### config.mk
export PLATFORM = sky130hd
export DESIGN_NAME = cpu_rf_mp_flat
export DESIGN_NICKNAME = d
export VERILOG_FILES = /design/src/rtl/cpu_rf_pkg.sv /design/src/rtl/cpu_rf_mp_if.sv /design/src/rtl/cpu_rf_clr_seq.sv /design/src/rtl/cpu_rf_mp.sv /design/src/flat_wrapper.sv
export SDC_FILE = /design/constraint.sdc
export NUM_CORES = 1
export LEC_CHECK = 0
export ABC_AREA = 0
export BUFFER_PORTS_ARGS = -buffer_cell sky130_fd_sc_hd__buf_2
export CAP_MARGIN = 25
export CORE_MARGIN = 2
export CORE_UTILIZATION = 53
export CTS_CLUSTER_DIAMETER = 40
export DETAILED_ROUTE_END_ITERATION = 7
export PLACE_DENSITY = 0.72
export SLEW_MARGIN = 20
export SYNTH_ARGS = -nofsm -noshare
export SYNTH_HDL_FRONTEND = slang
export SYNTH_HIERARCHICAL = 1
export SYNTH_SLANG_ARGS = --single-unit
### constraint.sdc
create_clock -name clk -period 2.5 [get_ports clk]
set_input_delay 0 -clock clk [delete_from_list [all_inputs] [get_ports clk]]
set_output_delay 0 -clock clk [all_outputs]
set_load 0.01 [all_outputs]
### src/rtl/cpu_rf_pkg.sv
// -----------------------------------------------------------------------------
// cpu_rf_pkg
// Shared definitions for the multi-port register file: the bulk-clear
// sequencer state encoding and the default parameter values used by the
// register file, its bus interface and the clear sequencer.
// -----------------------------------------------------------------------------
package cpu_rf_pkg;

  localparam int unsigned DEF_DATA_W  = 16;
  localparam int unsigned DEF_NREGS   = 8;
  localparam bit          DEF_ZERO_R0 = 1'b0;
  localparam bit          DEF_BYPASS  = 1'b1;

  // Bulk-clear sequencer states
  typedef enum logic [1:0] {
    CLR_IDLE  = 2'd0,
    CLR_CLEAR = 2'd1,
    CLR_DONE  = 2'd2
  } clr_state_e;

endpackage

### src/rtl/cpu_rf_mp_if.sv
// -----------------------------------------------------------------------------
// cpu_rf_mp_if
// Bus bundle of the multi-port register file.
//   read ports  : rd_a_sel/rd_b_sel -> rd_a_data/rd_b_data, busy_a/busy_b
//   write ports : wr0_en/wr0_sel/wr0_data, wr1_en/wr1_sel/wr1_data
//   scoreboard  : busy_set/busy_set_sel
//   bulk clear  : clr_req -> clr_busy, clr_done
// master = user of the register file, slave = the register file itself.
// -----------------------------------------------------------------------------
interface cpu_rf_mp_if
  import cpu_rf_pkg::*;
#(
  parameter int DATA_W = DEF_DATA_W,
  parameter int AW     = $clog2(DEF_NREGS)
);

  logic [AW-1:0]     rd_a_sel;
  logic [AW-1:0]     rd_b_sel;
  logic [DATA_W-1:0] rd_a_data;
  logic [DATA_W-1:0] rd_b_data;
  logic              wr0_en;
  logic [AW-1:0]     wr0_sel;
  logic [DATA_W-1:0] wr0_data;
  logic              wr1_en;
  logic [AW-1:0]     wr1_sel;
  logic [DATA_W-1:0] wr1_data;
  logic              busy_set;
  logic [AW-1:0]     busy_set_sel;
  logic              busy_a;
  logic              busy_b;
  logic              clr_req;
  logic              clr_busy;
  logic              clr_done;

  modport master (
    output rd_a_sel, rd_b_sel,
    output wr0_en, wr0_sel, wr0_data,
    output wr1_en, wr1_sel, wr1_data,
    output busy_set, busy_set_sel,
    output clr_req,
    input  rd_a_data, rd_b_data, busy_a, busy_b, clr_busy, clr_done
  );

  modport slave (
    input  rd_a_sel, rd_b_sel,
    input  wr0_en, wr0_sel, wr0_data,
    input  wr1_en, wr1_sel, wr1_data,
    input  busy_set, busy_set_sel,
    input  clr_req,
    output rd_a_data, rd_b_data, busy_a, busy_b, clr_busy, clr_done
  );

endinterface

### src/rtl/cpu_rf_clr_seq.sv
// -----------------------------------------------------------------------------
// cpu_rf_clr_seq
// Bulk-clear sequencer: on a clear request from IDLE it walks an index over
// every register (one per cycle), then spends one cycle in DONE.
//   clk, reset_n  : clock, asynchronous active-low reset
//   i_clr_req     : start request, honoured only in IDLE
//   o_clr_busy    : high in CLEAR and DONE (registered)
//   o_clr_done    : one-cycle completion pulse in DONE (registered)
//   o_clr_we      : zero-write strobe for register o_clr_idx
//   o_clr_idx     : register currently being cleared
// -----------------------------------------------------------------------------
module cpu_rf_clr_seq
  import cpu_rf_pkg::*;
#(
  parameter int NREGS = DEF_NREGS
) (
  input  logic                     clk,
  input  logic                     reset_n,
  input  logic                     i_clr_req,
  output logic                     o_clr_busy,
  output logic                     o_clr_done,
  output logic                     o_clr_we,
  output logic [$clog2(NREGS)-1:0] o_clr_idx
);

  localparam int AW = $clog2(NREGS);
  localparam logic [AW-1:0] IDX_ONE  = AW'(1);
  localparam logic [AW-1:0] IDX_LAST = AW'(NREGS - 1);

  clr_state_e    r_state;
  clr_state_e    w_state_nxt;
  logic [AW-1:0] r_idx;
  logic [AW-1:0] w_idx_nxt;
  logic          r_clr_busy;
  logic          r_clr_done;

  // Next-state and next-index decode
  always_comb begin
    w_state_nxt = r_state;
    w_idx_nxt   = r_idx;
    case (r_state)
      CLR_IDLE: begin
        if (i_clr_req) begin
          w_state_nxt = CLR_CLEAR;
          w_idx_nxt   = '0;
        end else begin
          w_state_nxt = CLR_IDLE;
          w_idx_nxt   = r_idx;
        end
      end
      CLR_CLEAR: begin
        // The last register is cleared on the same edge that enters DONE
        if (r_idx == IDX_LAST) begin
          w_state_nxt = CLR_DONE;
          w_idx_nxt   = '0;
        end else begin
          w_state_nxt = CLR_CLEAR;
          w_idx_nxt   = r_idx + IDX_ONE;
        end
      end
      CLR_DONE: begin
        // Requests seen here are dropped; a held request re-triggers from IDLE
        w_state_nxt = CLR_IDLE;
        w_idx_nxt   = '0;
      end
      default: begin
        w_state_nxt = CLR_IDLE;
        w_idx_nxt   = '0;
      end
    endcase
  end

  // State, index and registered status flags
  always_ff @(posedge clk or negedge reset_n) begin
    if (!reset_n) begin
      r_state    <= CLR_IDLE;
      r_idx      <= '0;
      r_clr_busy <= 1'b0;
      r_clr_done <= 1'b0;
    end else begin
      r_state    <= w_state_nxt;
      r_idx      <= w_idx_nxt;
      r_clr_busy <= (w_state_nxt != CLR_IDLE);
      r_clr_done <= (w_state_nxt == CLR_DONE);
    end
  end

  assign o_clr_busy = r_clr_busy;
  assign o_clr_done = r_clr_done;
  assign o_clr_we   = (r_state == CLR_CLEAR);
  assign o_clr_idx  = r_idx;

endmodule

### src/rtl/cpu_rf_mp.sv
// -----------------------------------------------------------------------------
// cpu_rf_mp
// Two-read / two-write register file with a per-register pending ("busy")
// scoreboard and a sequenced bulk clear.
//   clk, reset_n : clock, asynchronous active-low reset
//   bus (slave)  : read selects/data, write ports 0/1, busy_set, busy flags,
//                  clr_req / clr_busy / clr_done
// Reads are combinational. With BYPASS=1 a read of a register being written
// in the same cycle returns the write data (port 1 first). With ZERO_R0=1
// register 0 is constant zero and never pending.
// -----------------------------------------------------------------------------
module cpu_rf_mp
  import cpu_rf_pkg::*;
#(
  parameter int DATA_W  = DEF_DATA_W,
  parameter int NREGS   = DEF_NREGS,
  parameter bit ZERO_R0 = DEF_ZERO_R0,
  parameter bit BYPASS  = DEF_BYPASS
) (
  input logic         clk,
  input logic         reset_n,
  cpu_rf_mp_if.slave  bus
);

  localparam int AW = $clog2(NREGS);

  logic [DATA_W-1:0] r_regs [NREGS];
  logic [NREGS-1:0]  r_busy;

  logic              w_clr_busy;
  logic              w_clr_done;
  logic              w_clr_we;
  logic [AW-1:0]     w_clr_idx;

  logic              w_wr0_ok;
  logic              w_wr1_ok;
  logic              w_set_ok;
  logic [DATA_W-1:0] w_rd_a;
  logic [DATA_W-1:0] w_rd_b;
  logic              w_busy_a;
  logic              w_busy_b;

  cpu_rf_clr_seq #(
    .NREGS (NREGS)
  ) u_clr_seq (
    .clk        (clk),
    .reset_n    (reset_n),
    .i_clr_req  (bus.clr_req),
    .o_clr_busy (w_clr_busy),
    .o_clr_done (w_clr_done),
    .o_clr_we   (w_clr_we),
    .o_clr_idx  (w_clr_idx)
  );

  // Qualified requests: the clear owns the array, and register 0 is
  // untouchable when it is hardwired to zero
  always_comb begin
    w_wr0_ok = bus.wr0_en   && !w_clr_busy && !(ZERO_R0 && (bus.wr0_sel == '0));
    w_wr1_ok = bus.wr1_en   && !w_clr_busy && !(ZERO_R0 && (bus.wr1_sel == '0));
    w_set_ok = bus.busy_set && !w_clr_busy && !(ZERO_R0 && (bus.busy_set_sel == '0));
  end

  // Register storage: clear sweep, then port 1, then port 0
  always_ff @(posedge clk or negedge reset_n) begin
    if (!reset_n) begin
      for (int i = 0; i < NREGS; i++) begin
        r_regs[i] <= '0;
      end
    end else begin
      for (int i = 0; i < NREGS; i++) begin
        if (w_clr_we && (w_clr_idx == AW'(i))) begin
          r_regs[i] <= '0;
        end else if (w_wr1_ok && (bus.wr1_sel == AW'(i))) begin
          r_regs[i] <= bus.wr1_data;
        end else if (w_wr0_ok && (bus.wr0_sel == AW'(i))) begin
          r_regs[i] <= bus.wr0_data;
        end else begin
          r_regs[i] <= r_regs[i];
        end
      end
    end
  end

  // Pending scoreboard: a set beats a same-cycle write to the same register
  always_ff @(posedge clk or negedge reset_n) begin
    if (!reset_n) begin
      r_busy <= '0;
    end else begin
      for (int i = 0; i < NREGS; i++) begin
        if (w_clr_we && (w_clr_idx == AW'(i))) begin
          r_busy[i] <= 1'b0;
        end else if (w_set_ok && (bus.busy_set_sel == AW'(i))) begin
          r_busy[i] <= 1'b1;
        end else if ((w_wr0_ok && (bus.wr0_sel == AW'(i))) ||
                     (w_wr1_ok && (bus.wr1_sel == AW'(i)))) begin
          r_busy[i] <= 1'b0;
        end else begin
          r_busy[i] <= r_busy[i];
        end
      end
    end
  end

  // Read port A with optional same-cycle forwarding
  always_comb begin
    w_rd_a = r_regs[bus.rd_a_sel];
    if (ZERO_R0 && (bus.rd_a_sel == '0)) begin
      w_rd_a = '0;
    end else if (BYPASS && w_wr1_ok && (bus.wr1_sel == bus.rd_a_sel)) begin
      w_rd_a = bus.wr1_data;
    end else if (BYPASS && w_wr0_ok && (bus.wr0_sel == bus.rd_a_sel)) begin
      w_rd_a = bus.wr0_data;
    end else begin
      w_rd_a = r_regs[bus.rd_a_sel];
    end
  end

  // Read port B with optional same-cycle forwarding
  always_comb begin
    w_rd_b = r_regs[bus.rd_b_sel];
    if (ZERO_R0 && (bus.rd_b_sel == '0)) begin
      w_rd_b = '0;
    end else if (BYPASS && w_wr1_ok && (bus.wr1_sel == bus.rd_b_sel)) begin
      w_rd_b = bus.wr1_data;
    end else if (BYPASS && w_wr0_ok && (bus.wr0_sel == bus.rd_b_sel)) begin
      w_rd_b = bus.wr0_data;
    end else begin
      w_rd_b = r_regs[bus.rd_b_sel];
    end
  end

  // Pending flags show the stored bit only, never the in-flight set/clear
  always_comb begin
    w_busy_a = r_busy[bus.rd_a_sel];
    w_busy_b = r_busy[bus.rd_b_sel];
    if (ZERO_R0 && (bus.rd_a_sel == '0)) begin
      w_busy_a = 1'b0;
    end else begin
      w_busy_a = r_busy[bus.rd_a_sel];
    end
    if (ZERO_R0 && (bus.rd_b_sel == '0)) begin
      w_busy_b = 1'b0;
    end else begin
      w_busy_b = r_busy[bus.rd_b_sel];
    end
  end

  assign bus.rd_a_data = w_rd_a;
  assign bus.rd_b_data = w_rd_b;
  assign bus.busy_a    = w_busy_a;
  assign bus.busy_b    = w_busy_b;
  assign bus.clr_busy  = w_clr_busy;
  assign bus.clr_done  = w_clr_done;

endmodule

### src/flat_wrapper.sv
// flat-port wrapper written by rule: the top's interface ports become plain ports
module cpu_rf_mp_flat import cpu_rf_pkg::*;
#(
  parameter int DATA_W  = DEF_DATA_W,
  parameter int NREGS   = DEF_NREGS,
  parameter bit ZERO_R0 = DEF_ZERO_R0,
  parameter bit BYPASS  = DEF_BYPASS
)
  (clk, reset_n, bus_rd_a_sel, bus_rd_b_sel, bus_wr0_en, bus_wr0_sel, bus_wr0_data, bus_wr1_en, bus_wr1_sel, bus_wr1_data, bus_busy_set, bus_busy_set_sel, bus_clr_req, bus_rd_a_data, bus_rd_b_data, bus_busy_a, bus_busy_b, bus_clr_busy, bus_clr_done);
  cpu_rf_mp_if #(.DATA_W(DATA_W), .AW((3))) bus_i ();
  input logic clk;
  input logic reset_n;
  input wire logic [$bits(bus_i.rd_a_sel)-1:0] bus_rd_a_sel;
  input wire logic [$bits(bus_i.rd_b_sel)-1:0] bus_rd_b_sel;
  input wire logic [$bits(bus_i.wr0_en)-1:0] bus_wr0_en;
  input wire logic [$bits(bus_i.wr0_sel)-1:0] bus_wr0_sel;
  input wire logic [$bits(bus_i.wr0_data)-1:0] bus_wr0_data;
  input wire logic [$bits(bus_i.wr1_en)-1:0] bus_wr1_en;
  input wire logic [$bits(bus_i.wr1_sel)-1:0] bus_wr1_sel;
  input wire logic [$bits(bus_i.wr1_data)-1:0] bus_wr1_data;
  input wire logic [$bits(bus_i.busy_set)-1:0] bus_busy_set;
  input wire logic [$bits(bus_i.busy_set_sel)-1:0] bus_busy_set_sel;
  input wire logic [$bits(bus_i.clr_req)-1:0] bus_clr_req;
  output wire logic [$bits(bus_i.rd_a_data)-1:0] bus_rd_a_data;
  output wire logic [$bits(bus_i.rd_b_data)-1:0] bus_rd_b_data;
  output wire logic [$bits(bus_i.busy_a)-1:0] bus_busy_a;
  output wire logic [$bits(bus_i.busy_b)-1:0] bus_busy_b;
  output wire logic [$bits(bus_i.clr_busy)-1:0] bus_clr_busy;
  output wire logic [$bits(bus_i.clr_done)-1:0] bus_clr_done;
  assign bus_i.rd_a_sel = bus_rd_a_sel;
  assign bus_i.rd_b_sel = bus_rd_b_sel;
  assign bus_i.wr0_en = bus_wr0_en;
  assign bus_i.wr0_sel = bus_wr0_sel;
  assign bus_i.wr0_data = bus_wr0_data;
  assign bus_i.wr1_en = bus_wr1_en;
  assign bus_i.wr1_sel = bus_wr1_sel;
  assign bus_i.wr1_data = bus_wr1_data;
  assign bus_i.busy_set = bus_busy_set;
  assign bus_i.busy_set_sel = bus_busy_set_sel;
  assign bus_i.clr_req = bus_clr_req;
  assign bus_rd_a_data = bus_i.rd_a_data;
  assign bus_rd_b_data = bus_i.rd_b_data;
  assign bus_busy_a = bus_i.busy_a;
  assign bus_busy_b = bus_i.busy_b;
  assign bus_clr_busy = bus_i.clr_busy;
  assign bus_clr_done = bus_i.clr_done;
  cpu_rf_mp #(.DATA_W(DATA_W), .NREGS(NREGS), .ZERO_R0(ZERO_R0), .BYPASS(BYPASS)) u_core (.clk(clk), .reset_n(reset_n), .bus(bus_i));
endmodule
# == Word-level counts from Yosys, hierarchy flattened ==
# Cells that the tools add are included.
# word_totals
mem_bits_rw,0
latchBits,0
mem_bits_ro,0
elab_cells,200
output_inout_bits,36
reg_bits,143
n_memories,0
input_bits,53
# op_classes
mul,0
eq_ne,35
shift,0
order_cmp,4
n_div,0
n_bitwise,2
add_sub_neg,1
n_mux,68
n_reduce_logical,70
# ops
operator,count
16-bit two-way mux,32
16-bit binary-select mux with 3-bit select,2
"3-bit == test, second input constant",16
3-bit nonzero test,16
1-bit logical AND,39
1-bit two-way mux,27
"3-bit by 2-bit == test with 1-bit output, second input constant",8
"3-bit by 1-bit == test with 1-bit output, second input constant",4
3-bit == test,4
3-bit logical NOT,4
"4-bit greater-or-equal comparator, second input constant",2
1-bit logical OR,8
"3-bit by 4-bit < comparator with 1-bit output, second input constant",2
3-bit NOT with 4-bit output,2
1-bit binary-select mux with 3-bit select,2
3-bit two-way mux,2
3-bit one-hot mux with 2 select lines,1
2-bit one-hot mux with 2 select lines,1
"3-bit by 1-bit adder with 3-bit output, second input constant",1
"2-bit by 1-bit == test with 1-bit output, second input constant",1
"2-bit == test, second input constant",1
2-bit logical NOT,1
2-bit two-way mux,1
"2-bit != test, second input constant",1
other kinds (2),2

# == Logic depth before layout (Yosys ltp) ==
# logic_depth
word_depth,7
depth_mapped,9
ltp_nobuf,5

# == Modules after synthesis ==
# Netlist, hierarchy kept.
# modules_own_cells
module,area_per_inst_um2,cells_each,instances,seq_area_each_um2
cpu_rf_mp,9711.8,877,1,3403.3
cpu_rf_clr_seq,299.0,25,1,175.2

# == Worst setup path before layout ==
# OpenSTA, ideal clock, no wires.
# synth_timing
path_kind,register to register
startpoint,reg u_core.u_clr_seq.r_clr_busy (netlist: u_core/u_clr_seq/o_clr_busy)
endpoint,reg u_core/r_regs[54] (netlist bit)
required_time_ns,2.373
slack_ns,0.344
stages_incl_launch_ff,9
setup_ns,0.127
path_buffers,4
synth_period_minus_slack_ns,2.156
t_arrival_ns,2.028
path_cell_list,dfrtp_1 > or3b_1 > buf_6 > or2_1 > buf_6 > o311a_1 > buf_6 > buf_8 > mux2_1
# synth_via
elab_chain_cells,5
word_cells_on_any_way,8
classes_between,mux: 2; reduce/logical: 6
# synth_lines
item,line_no,source
from (decl),cpu_rf_clr_seq.sv:34,logic r_clr_busy;
from (signal assigned),cpu_rf_clr_seq.sv:83,r_clr_busy <= (w_state_nxt != CLR_IDLE);
1-bit logical NOT *,"cpu_rf_mp.sv:58, cpu_rf_mp.sv:59",
1-bit logical AND,cpu_rf_mp.sv:59,w_wr1_ok = bus.wr1_en && !w_clr_busy && !(ZERO_R0 && (bus.wr1_sel == '0));
1-bit logical AND,cpu_rf_mp.sv:73,end else if (w_wr1_ok && (bus.wr1_sel == AW'(i))) begin
16-bit two-way mux,cpu_rf_mp.sv:73,
16-bit two-way mux,cpu_rf_mp.sv:71,if (w_clr_we && (w_clr_idx == AW'(i))) begin
"to (signal, indexed assignment)",cpu_rf_mp.sv:74,r_regs[i] <= bus.wr1_data;
"to (signal, indexed assignment)",cpu_rf_mp.sv:76,r_regs[i] <= bus.wr0_data;
"to (signal, indexed assignment)",cpu_rf_mp.sv:78,r_regs[i] <= r_regs[i];
to (decl),cpu_rf_mp.sv:27,logic [DATA_W-1:0] r_regs [NREGS];
# Every way passes the cells marked *; elsewhere a longest branch is shown, timed or not.
# A chain may end at the register's enable or synchronous reset.

# == Final worst setup path ==
# layout_timing
startpoint,reg u_core.u_clr_seq.r_clr_busy (netlist: u_core/u_clr_seq/o_clr_busy)
endpoint,reg u_core/r_regs[16] (netlist bit)
# Same word-level chain as after synthesis.

==> impl_summary.log <==
[metrics] r2r setup slk: approximately 0.1 ns
[metrics] Post-Place Cell Area: 10780 um^2
[metrics] synth warn: 6
[metrics] weighted congestion reported at the end of routability-driven placement: between 0.8 and 0.9
[metrics] sw power: around 3.9 mW
[metrics] Post CTS Setup Buffer Count: 0
[metrics] maximum clock insertion buffer count: 2
[metrics] post-synthesis cell area: between 10000 and 15000 um^2
[metrics] CTS tree: done
[metrics] # diodes: 0
[metrics] largest fanout on the critical path: 18
[metrics] H-tree levels: 4
[metrics] sinks on the clock net: about 140
[metrics] Synth-to-Final Area Change: 17.84%
[metrics] DR vias/cell: ~7
[metrics] final core utilization: 0.6328
[metrics] final number of max-transition violations: 0
[metrics] critical path class: flip-flop to flip-flop
[metrics] status: complete, no violations
[metrics] number of cell instances on the worst register-to-register path: 6
[metrics] cell types with the largest area share after synthesis: dfrtp_1, mux4_2, mux2i_1
[metrics] final hold violation count: 0
[metrics] fin area: ~12000 um^2
[metrics] share of the synthesized area in the top cell type: 0.3575
[metrics] setup repair after global routing missed its margin: no
[metrics] antenna violations before repair: 0
[metrics] clock latency on the worst-skew pair: about 0.43 ns
[metrics] flop and latch count out of synthesis: around 140
[metrics] worst hold slack across all endpoints: 0.07681 ns
[metrics] peak supply drop: 0.6043 mV
[metrics] cell type with the largest total area after synthesis: dfrtp_1
[metrics] number of synthesized flops with an enable pin: 0
[metrics] total number of vias: around 8.6k
[metrics] count of buffers from port buffering: 88
[metrics] number of global-route vias before repair: 8576
[metrics] setup tns final: 0 ns
[metrics] total routed wirelength: ~33000 um
[metrics] Setup violations, final: 0
[metrics] number of routed nets with antenna violations: 0
[metrics] boundary pin count: 89
[metrics] Power per Cell Area: 947.0 nW/um^2
[metrics] post-DP HPWL: roughly 21000 um
[metrics] DR WL/cell: between 20 and 30 um
[metrics] clock share of power: 0.244
[metrics] fraction of layout instances using a drive strength above 1: 0.3095
[metrics] Clock Pin Slew Worst Setup and Hold Paths: about 0.06 ns
[metrics] DRC violation total after the first TritonRoute iteration: approximately 1.1k
[metrics] share of the clock period used by the worst path after layout: 0.9600
[metrics] number of maximum-capacitance constraint violations: 0
[metrics] data required time at the worst endpoint: ~2.8 ns
[metrics] fin crit period: about 2.4 ns
[metrics] Worst EP arrival: roughly 2.7 ns
[metrics] Reg power frac: 0.362
[metrics] average cell area after synthesis: 11.10 um^2
[metrics] post-synthesis instance total: about 900
[metrics] type of the tightest min-delay check: primary input to asynchronous set/reset pin
[metrics] largest net degree at the start of global routing: 59
[metrics] top_reg_cell synth: dfrtp_1
[metrics] standby leakage power: 5.322 nW
[metrics] die width: 141.4 um
[metrics] relative max-transition margin: 0.5644
[metrics] number of buffers inserted during clock tree synthesis: 17
[metrics] part of the Yosys area used for sequential elements: 0.3575
[metrics] post-synth net total: between 900 and 1k
[metrics] relative contribution of combinational cells to total power: 0.395
[metrics] distinct cell type count after synthesis: 55
[metrics] Die Span Y: between 100 and 150 um
[metrics] internal power summed over all cells: around 7.2 mW
[metrics] core area: between 15000 and 20000 um^2
[metrics] Pwr Total: about 11 mW
[metrics] fraction of registers with async set/reset: 1.000
[metrics] Std-Cell Rows: 50
[metrics] final net count: approximately 1.1k
[metrics] drc violations: 0
[metrics] Tightest Pin Transition: ~0.65 ns
[metrics] number of search-and-repair iterations in the first detailed-routing pass: 6
[metrics] overall routing resource usage: 0.3438
[metrics] proportion of total power due to net switching: 0.3519
[metrics] remaining global-route overflow: 0
[metrics] number of gates resized after cts: 0
[metrics] sort of element at the start of the critical path: flip-flop
[metrics] effective utilization at floorplan: 0.5370
[metrics] wire length of the first global-routing pass: 51920 um
[metrics] CTS root buffer: clkbuf_16
[metrics] capturing element type of the critical path: flip-flop
[metrics] Total Die Area: roughly 20000 um^2
[metrics] achievable frequency: around 0.42 GHz
[metrics] Clock Skew: around 0.0083 ns
[power groups by stage]
| stage | clock network (mW) | logic [mW] | registers, mW |
|---|---|---|---|
| after floorplan | 0 | 3.08 | 3.75 |
| after global placement | 0 | 4.16 | 3.94 |
| after detailed placement | 0 | 4.28 | 4.00 |
| after CTS | 2.74 | 4.34 | 3.99 |
| after global routing | 2.84 | 4.70 | 4.14 |
| final | 2.72 | 4.41 | 4.04 |
[synth_stat cells (all sizes together), types with 16 or more instances]
| cell | count |
|---|---|
| o2bb2ai | 81 |
| a211oi | 16 |
| o21ai | 67 |
| mux2 | 66 |
| o211ai | 17 |
| a21oi | 20 |
| clkbuf | 81 |
| dfrtp | 143 |
| buf | 28 |
| nand2 | 57 |
| nor2 | 39 |
| mux2i | 128 |
| mux4 | 68 |
| nand3 | 18 |
[sequential cells by signal, summed over array words and instances (netlist names)]
register,count
u_core/r_regs,128
u_core/r_busy,8
u_core/u_clr_seq/o_clr_idx,3
u_core/u_clr_seq/r_state,2
u_core/u_clr_seq/o_clr_busy,1
u_core/u_clr_seq/o_clr_done,1
[routing by layer]
| layer | track usage | wire, um | vias to the layer above | part of all wire |
|---|---|---|---|---|
| li1 | - | - | 3612 | - |
| met1 | 0.4812 | 13280 | 4333 | 0.40 |
| met2 | 0.5314 | 15460 | 594 | 0.46 |
| met3 | 0.06379 | 3366 | 100 | 0.10 |
| met4 | 0.1437 | 1371 | 0 | 0.041 |
| met5 | 0 | 0 | - | 0 |
[cell type report]
class                   count  area (um^2)
inverters                   5        18.77
clock inverters            14        191.4
well taps                 234        292.8
flip-flops and latches    143         3578
clock buffers              17        425.4
repair buffers            184         1330
fillers                  1436         6847
multi-input cells         645         5959
[cell usage in the layout, fill, tap and decap left out, types with 3 or more instances in the layout]
master | Yosys | layout
clkinv_4 | 0 | 4
o21ai_0 | 64 | 64
a211oi_1 | 16 | 16
o21ai_1 | 3 | 3
buf_12 | 0 | 5
mux2_1 | 9 | 9
o211ai_1 | 17 | 17
o22ai_1 | 3 | 3
dlygate4sd3_1 | 0 | 40
clkinv_2 | 0 | 4
xor2_1 | 6 | 6
xnor2_1 | 6 | 6
mux2_2 | 57 | 57
nand2_1 | 57 | 57
inv_1 | 5 | 5
nand2b_1 | 8 | 8
mux2i_1 | 128 | 128
nor2_1 | 36 | 35
a21oi_1 | 20 | 20
mux4_2 | 68 | 68
o2bb2ai_1 | 81 | 81
dfrtp_1 | 143 | 143
nor2_2 | 3 | 4
clkbuf_16 | 0 | 17
nor2b_1 | 4 | 4
nand3_1 | 18 | 18
buf_4 | 4 | 51
buf_2 | 14 | 87
nor3b_1 | 4 | 3
bufinv_16 | 0 | 4
[worst paths after layout]
kind,from,end
worst max-delay path,u_core/u_clr_seq/o_clr_busy,u_core/r_regs[16]
worst min-delay path,reset_n,u_core/r_regs[98]
max in group asynchronous,reset_n,u_core/r_regs[25]
worst max register to register,u_core/u_clr_seq/o_clr_busy,u_core/r_regs[16]
worst min register to register,u_core/r_regs[22],u_core/r_regs[22]
min in group clk,bus_busy_set_sel[2],u_core/r_busy[0]
[timing repair]
item / 4_1_cts / 5_1_grt
endpoints found under the hold margin: 201 / 0
hold buffers: 40 / 0
endpoints found under the setup margin: 0 / 1
[critical path, cell delays in order, from the launching register on]
cell           delay [ns]
dfrtp_1              0.48
or3b_1               0.43
buf_4                0.25
nor2_2               0.31
mux2i_1              0.21
dlygate4sd3_1        0.56
o2bb2ai_1            0.06
[metrics by stage]
stage / std cells / setup WS [ns]
2_1_floorplan: 902 / 0.3442
3_3_place_gp: 1171 / 0.3006
3_5_place_dp: 1171 / 0.2558
4_1_cts: 1242 / 0.1148
5_1_grt: 1242 / 0.02361
6_report: 1242 / 0.09999
[logic make-up (layout without fill, tap and decap cells)]
group           after synthesis  count (layout)  synth area share
xor+xnor                     12              12           0.01050
simple gates                152             152           0.07262
buf+inv                     114             220           0.04937
mux                         262             262            0.3552
compound gates              217             217            0.1524
fa+ha+maj                     2               2          0.002499
flops                       143             143            0.3575
Power figures use the tool's default switching activity.
